==> src/rtl/level_sequencer_if.sv <==
// Game-flow signal bundle for level_sequencer: gameplay status in, state flags,
// respawn pulse and death counter out.
interface level_sequencer_if;
  logic [7:0]  keycode [6];
  logic        player_hit;
  logic        goal_reached;
  logic        coins_done;

  logic        Title_Screen;
  logic        Wait_Before_Level1;
  logic        Wait_Before_Level2;
  logic        Wait_Before_Level3;
  logic        Level1_Active;
  logic        Level2_Active;
  logic        Level3_Active;
  logic        Wait_State1;
  logic        Wait_State2;
  logic        Win_Screen;
  logic        Reset;
  logic [15:0] death_count;

  modport master (
    output keycode, player_hit, goal_reached, coins_done,
    input  Title_Screen, Wait_Before_Level1, Wait_Before_Level2, Wait_Before_Level3,
    input  Level1_Active, Level2_Active, Level3_Active,
    input  Wait_State1, Wait_State2, Win_Screen, Reset, death_count
  );

  modport slave (
    input  keycode, player_hit, goal_reached, coins_done,
    output Title_Screen, Wait_Before_Level1, Wait_Before_Level2, Wait_Before_Level3,
    output Level1_Active, Level2_Active, Level3_Active,
    output Wait_State1, Wait_State2, Win_Screen, Reset, death_count
  );
endinterface

==> src/rtl/level_sequencer.sv <==
// Three-level game flow FSM clocked once per video frame.
// Define DEATH_COUNT_EN to build the saturating death counter; otherwise death_count is 0.
module level_sequencer #(
  parameter int WAIT_FRAMES   = 60,
  parameter int BANNER_FRAMES = 120
) (
  input logic               frame_clk,
  input logic               Reset_n,
  level_sequencer_if.slave  bus
);

  typedef enum logic [3:0] {
    TITLE, WBL1, L1, WS1, WBL2, L2, WS2, WBL3, L3, WIN
  } state_t;

  localparam int MAX_FRAMES = (WAIT_FRAMES > BANNER_FRAMES) ? WAIT_FRAMES : BANNER_FRAMES;
  localparam int CNT_W      = (MAX_FRAMES > 1) ? $clog2(MAX_FRAMES) : 1;
  localparam logic [CNT_W-1:0] WAIT_LAST   = CNT_W'(WAIT_FRAMES - 1);
  localparam logic [CNT_W-1:0] BANNER_LAST = CNT_W'(BANNER_FRAMES - 1);

  state_t           state, state_next;
  logic [CNT_W-1:0] cnt, cnt_next;
  logic             start, start_prev, start_rise;
  logic             hit, reset_q;

  always_comb begin
    start = 1'b0;
    for (int i = 0; i < 6; i++)
      if (bus.keycode[i] == 8'h28) start = 1'b1;
  end

  // Leaving TITLE needs a fresh press, so a key held from WIN or through reset is ignored.
  assign start_rise = start & ~start_prev;

  // NOTE: every output of this block gets a default first, so no path can infer a latch.
  always_comb begin
    state_next = state;
    cnt_next   = '0;
    hit        = 1'b0;
    unique case (state)
      TITLE: if (start_rise) state_next = WBL1;
      WBL1:  if (cnt == WAIT_LAST)   state_next = L1;   else cnt_next = cnt + CNT_W'(1);
      WBL2:  if (cnt == WAIT_LAST)   state_next = L2;   else cnt_next = cnt + CNT_W'(1);
      WBL3:  if (cnt == WAIT_LAST)   state_next = L3;   else cnt_next = cnt + CNT_W'(1);
      WS1:   if (cnt == BANNER_LAST) state_next = WBL2; else cnt_next = cnt + CNT_W'(1);
      WS2:   if (cnt == BANNER_LAST) state_next = WBL3; else cnt_next = cnt + CNT_W'(1);
      L1, L2, L3: begin
        // A hit outranks level completion in the same frame.
        if (bus.player_hit) hit = 1'b1;
        else if (bus.goal_reached && bus.coins_done)
          state_next = (state == L1) ? WS1 : (state == L2) ? WS2 : WIN;
      end
      WIN:     if (start) state_next = TITLE;
      default: state_next = TITLE;
    endcase
  end

  // NOTE: sequential state uses non-blocking assignments so all registers update together.
  always_ff @(posedge frame_clk or negedge Reset_n) begin
    if (!Reset_n) begin
      state      <= TITLE;
      cnt        <= '0;
      start_prev <= 1'b1;
      reset_q    <= 1'b0;
    end else begin
      state      <= state_next;
      cnt        <= cnt_next;
      start_prev <= start;
      reset_q    <= hit;
    end
  end

`ifdef DEATH_COUNT_EN
  logic [15:0] death_q;
  logic        clear_deaths;

  assign clear_deaths = (state == TITLE) && start_rise;

  always_ff @(posedge frame_clk or negedge Reset_n) begin
    if (!Reset_n)                           death_q <= '0;
    else if (clear_deaths)                  death_q <= '0;
    else if (hit && death_q != 16'hFFFF)    death_q <= death_q + 16'd1;
  end

  assign bus.death_count = death_q;
`else
  assign bus.death_count = 16'd0;
`endif

  assign bus.Reset              = reset_q;
  assign bus.Title_Screen       = (state == TITLE);
  assign bus.Wait_Before_Level1 = (state == WBL1);
  assign bus.Level1_Active      = (state == L1);
  assign bus.Wait_State1        = (state == WS1);
  assign bus.Wait_Before_Level2 = (state == WBL2);
  assign bus.Level2_Active      = (state == L2);
  assign bus.Wait_State2        = (state == WS2);
  assign bus.Wait_Before_Level3 = (state == WBL3);
  assign bus.Level3_Active      = (state == L3);
  assign bus.Win_Screen         = (state == WIN);

endmodule

==> src/flat_wrapper.sv <==
// flat-port wrapper written by rule: the top's interface ports become plain ports
module level_sequencer_flat 
#(
  parameter int WAIT_FRAMES   = 60,
  parameter int BANNER_FRAMES = 120
)
  (frame_clk, Reset_n, bus_keycode, bus_player_hit, bus_goal_reached, bus_coins_done, bus_Title_Screen, bus_Wait_Before_Level1, bus_Wait_Before_Level2, bus_Wait_Before_Level3, bus_Level1_Active, bus_Level2_Active, bus_Level3_Active, bus_Wait_State1, bus_Wait_State2, bus_Win_Screen, bus_Reset, bus_death_count);
  level_sequencer_if bus_i ();
  input logic frame_clk;
  input logic Reset_n;
  input wire logic [$bits(bus_i.keycode)-1:0] bus_keycode;
  input wire logic [$bits(bus_i.player_hit)-1:0] bus_player_hit;
  input wire logic [$bits(bus_i.goal_reached)-1:0] bus_goal_reached;
  input wire logic [$bits(bus_i.coins_done)-1:0] bus_coins_done;
  output wire logic [$bits(bus_i.Title_Screen)-1:0] bus_Title_Screen;
  output wire logic [$bits(bus_i.Wait_Before_Level1)-1:0] bus_Wait_Before_Level1;
  output wire logic [$bits(bus_i.Wait_Before_Level2)-1:0] bus_Wait_Before_Level2;
  output wire logic [$bits(bus_i.Wait_Before_Level3)-1:0] bus_Wait_Before_Level3;
  output wire logic [$bits(bus_i.Level1_Active)-1:0] bus_Level1_Active;
  output wire logic [$bits(bus_i.Level2_Active)-1:0] bus_Level2_Active;
  output wire logic [$bits(bus_i.Level3_Active)-1:0] bus_Level3_Active;
  output wire logic [$bits(bus_i.Wait_State1)-1:0] bus_Wait_State1;
  output wire logic [$bits(bus_i.Wait_State2)-1:0] bus_Wait_State2;
  output wire logic [$bits(bus_i.Win_Screen)-1:0] bus_Win_Screen;
  output wire logic [$bits(bus_i.Reset)-1:0] bus_Reset;
  output wire logic [$bits(bus_i.death_count)-1:0] bus_death_count;
  assign bus_i.keycode = {>>{bus_keycode}};
  assign bus_i.player_hit = bus_player_hit;
  assign bus_i.goal_reached = bus_goal_reached;
  assign bus_i.coins_done = bus_coins_done;
  assign bus_Title_Screen = bus_i.Title_Screen;
  assign bus_Wait_Before_Level1 = bus_i.Wait_Before_Level1;
  assign bus_Wait_Before_Level2 = bus_i.Wait_Before_Level2;
  assign bus_Wait_Before_Level3 = bus_i.Wait_Before_Level3;
  assign bus_Level1_Active = bus_i.Level1_Active;
  assign bus_Level2_Active = bus_i.Level2_Active;
  assign bus_Level3_Active = bus_i.Level3_Active;
  assign bus_Wait_State1 = bus_i.Wait_State1;
  assign bus_Wait_State2 = bus_i.Wait_State2;
  assign bus_Win_Screen = bus_i.Win_Screen;
  assign bus_Reset = bus_i.Reset;
  assign bus_death_count = bus_i.death_count;
  level_sequencer #(.WAIT_FRAMES(WAIT_FRAMES), .BANNER_FRAMES(BANNER_FRAMES)) u_core (.frame_clk(frame_clk), .Reset_n(Reset_n), .bus(bus_i));
endmodule
==> config.mk <==
export PLATFORM = sky130hd
export DESIGN_NAME = level_sequencer_flat
export DESIGN_NICKNAME = d
export VERILOG_FILES = /design/src/rtl/level_sequencer_if.sv /design/src/rtl/level_sequencer.sv /design/src/flat_wrapper.sv
export SDC_FILE = /design/constraint.sdc
export NUM_CORES = 1
export LEC_CHECK = 0
export BUFFER_PORTS_ARGS = -buffer_cell sky130_fd_sc_hd__buf_4
export CORE_MARGIN = 5
export CORE_UTILIZATION = 36
export CTS_CLUSTER_DIAMETER = 60
export CTS_CLUSTER_SIZE = 28
export DETAILED_ROUTE_END_ITERATION = 12
export PLACE_DENSITY = 0.73
export SLEW_MARGIN = 20
export SYNTH_ARGS = -nofsm -noshare
export SYNTH_HDL_FRONTEND = slang
export SYNTH_SLANG_ARGS = --single-unit
==> constraint.sdc <==
create_clock -name frame_clk -period 1.85 [get_ports frame_clk]
set_clock_uncertainty 0.2 [all_clocks]
set_input_delay 0.0925 -clock frame_clk [delete_from_list [all_inputs] [get_ports frame_clk]]
set_output_delay 0.0925 -clock frame_clk [all_outputs]
set_load 0.1 [all_outputs]
==> results.toml <==
[outcome]
status = "complete, but fails checks"
failed_checks = "setup timing"

[cells_and_area]
drive_gt1_frac = 0.548
instances_no_fill = 250
area_growth_pct = 81.7
fin_nets = 272
antenna_cells = 0
nFillCells = 233
finish.instance_area_um2 = 2000

[place]
portBuffers = 63
place_inst = 237
dpl.hpwl_um = 2840
dpl_cell_area_um2 = 1750
place_congestion = 0.803

[global_routing]
grt_pass1_wl_um = 5780
grt_max_degree = 13
grtUsageTotal = 0.172
grt_pass1_vias = 1356
overflow = 0
antenna_found_initial = 0

[synth]
synth_edf_count = 0
ys_ff_latch = 13
ys_warn_count = 0
syn_area_um2 = 1100
async_reset_ff_frac = 1.00
yosysSeqAreaShare = 0.297
yosys.cell_types.count = 39
netlist_instances = 133
synth_flop_cell = "dfrtp_1"
syn_avg_cell_area_um2 = 8.28

[setup_path]
critPathCaptureType = "flop"
worst_path_largest_cell_delay_ns = 0.45
worstSetupStartpointType = "flop"
critPathSlowestCell = "or4_4"
required_ns = 1.82
worstPathArrival_ns = 1.94
path_class = "reg2reg"
crit_end = "u_core.state[0]"
rrSetupSlack_ns = -0.12
worstSetupStartpoint = "u_core.cnt[0]"
r2r-start = "u_core.cnt[0]"
timing.rr.end = "u_core.state[0]"
crit_path_cell_trace = "ha_4 -> nand2_4 -> or4_4 -> a2bb2oi_4 -> or2_1 -> o2111a_1 -> mux2i_1"
crit_fanout = 5
r2r_cells = 7

[die]
dieHeight_um = 65.3
die_x_um = 65.3
dieArea_um2 = 4260
pin_count = 80
core_um2 = 3000
rows = 20
start_util = 0.367

[power_and_ir_drop]
leakagePower_nw = 0.944
power_frac_seq = 0.142
ir_worst_vdd_mv = 0.532
p_int_w = 0.00137
pwr-share-clk = 0.062
power_density_nw_per_um2 = 1500
switching_share = 0.543
p_comb_frac = 0.796
p_sw_w = 0.00163

[sta]
setup_violations = 8
drv_slew = 0
relSlewSlack = 0.625
rsz0062_at_grt = "true"
fin_crit_ns = 1.97
tightest_slew_ns = 0.561
setup_slack_ns = -0.120
finalCritPeriodShare = 1.06
fmax_mhz = 508
hold_slack_ns = 0.0337
final_hold_viol_count = 0

[routing]
wl_per_cell_um = 14.1
totalWireLength_um = 3540
first_pass_iters = 4
ant_nets = 0
initialDrtViolationCount = 48
avgViaCountPerCell = 5.00
routed-via-count = 1250
route.detailed.drc = 0

[cts]
clock-root-buffer = "clkbuf_4"
insertion_delay_ns = 0.28
clockBufferDepth = 2
numCtsBuffers = 3
h-tree-depth = 1
cts_tree = "yes"
clock-sinks = 13
clk_pin_slew_ns = 0.09

[job]
maxCapViolCount = 0

[min_path]
worstHoldPathType = "in2reg"
## what timing repair did
action	CTS	global route
endpoints found under the hold margin	15	0
resized for setup	18	13
hold buffers	3	0
buffers inserted	2	4
pin swaps	4	7
setup endpoints to repair	16	19
## power groups by stage
stage	combinational [W]	clock, W	sequential (W)
2_1_floorplan	0.00159	0	0.000488
3_3_place_gp	0.00195	0	0.000429
3_5_place_dp	0.00199	0	0.000436
4_1_cts	0.00218	0.000183	0.000423
5_1_grt	0.00251	0.000208	0.000440
6_report	0.00239	0.000185	0.000426
## cells in the final DEF (no fill, tap or decap), drive strengths merged, types with 2 or more instances in the layout
| cell type | instances |
|---|---|
| buf | 85 |
| nor2 | 18 |
| conb | 16 |
| nor4b | 12 |
| dfrtp | 12 |
| nand2 | 12 |
| nor3 | 6 |
| nand2b | 6 |
| xor2 | 5 |
| xnor2 | 4 |
| a21oi | 4 |
| clkbuf | 3 |
| dlygate4sd3 | 3 |
| nand3 | 3 |
| o21ai | 3 |
| and3 | 2 |
| and4b | 2 |
| or2 | 2 |
## worst min-delay path by stage
stage                               from                end  slack (ns)  depth (start not counted)
after floorplan                  Reset_n   u_core.bus.Reset       -0.40                          0
after global placement           Reset_n      u_core.cnt[0]       -0.26                          1
after detailed placement         Reset_n      u_core.cnt[1]       -0.25                          1
after CTS                 bus_keycode[2]  u_core.start_prev        0.05                          5
after global routing      bus_coins_done    u_core.state[0]        0.06                          5
final                     bus_keycode[2]  u_core.start_prev        0.03                          5
## critical path, delay by kind of cell (launching register included)
kind,cells,cell delay [ns]
AO/OA/AOI/OAI,2,0.38
adder cells (fa/ha/maj),1,0.17
flip-flops,1,0.40
multiplexers,1,0.06
AND/OR/NAND/NOR,3,0.65
## state kept, by name (all words and copies together) (netlist names)
name / count
u_core.bus.Reset: 1
u_core.state: 4
u_core.cnt: 7
u_core.start_prev: 1
## area by class of cell
type / count / area (um2) / area share
Tap cell: 33 / 41.3 / 0.0206
Timing Repair Buffer: 88 / 732 / 0.366
Sequential cell: 13 / 329 / 0.164
Inverter: 1 / 3.75 / 0.00188
Multi-Input combinational cell: 111 / 867 / 0.433
Clock buffer: 3 / 22.5 / 0.0113
Clock inverter: 1 / 5.00 / 0.00250
## cells in the mapped netlist, types with 2 or more instances
library cell  count  area [um2]
buf_4            16         120
o21ai_0           3        15.0
clkbuf_1          4        15.0
nand2_1          11        41.3
nor2_1           18        67.6
dfrtp_1          12         300
xor2_1            5        43.8
nand3_1           3        15.0
nand2b_1          6        37.5
nor3_1            6        30.0
nor4b_1          12         105
a21oi_1           4        20.0
buf_2             2        10.0
and3_1            2        12.5
xnor2_1           4        35.0
and4b_1           2        20.0
## logic make-up (layout without fill, tap and decap cells)
family          Yosys count  count (layout)  synth area share
mux                       2               2            0.0193
xor+xnor                  9               9            0.0716
simple gates             68              68             0.351
flops                    13              13             0.297
other cells               1              16           0.00341
buf+inv                  24              93             0.145
compound gates           15              15             0.101
fa+ha+maj                 1               1            0.0114
## per-stage QoR
stage          worst slack, ns   util  power (W)  TNS, ns
6_report                -0.120  0.666    0.00300   -0.503
5_1_grt                 -0.189  0.666    0.00316    -1.18
4_1_cts                 -0.117  0.634    0.00279   -0.460
3_5_place_dp            -0.146  0.584    0.00243   -0.752
3_3_place_gp           -0.0629  0.584    0.00238  -0.0862
2_1_floorplan           -0.185      -    0.00208   -0.657
## layer usage
layer | up-vias | share of wire | GRT usage
li1 | 607 | - | -
met1 | 580 | 0.39 | 0.191
met2 | 59 | 0.54 | 0.322
met3 | 4 | 0.067 | 0.0308
met4 | 0 | 0.011 | 0.0622
met5 | - | 0 | 0
Power figures use the tool's default switching activity.
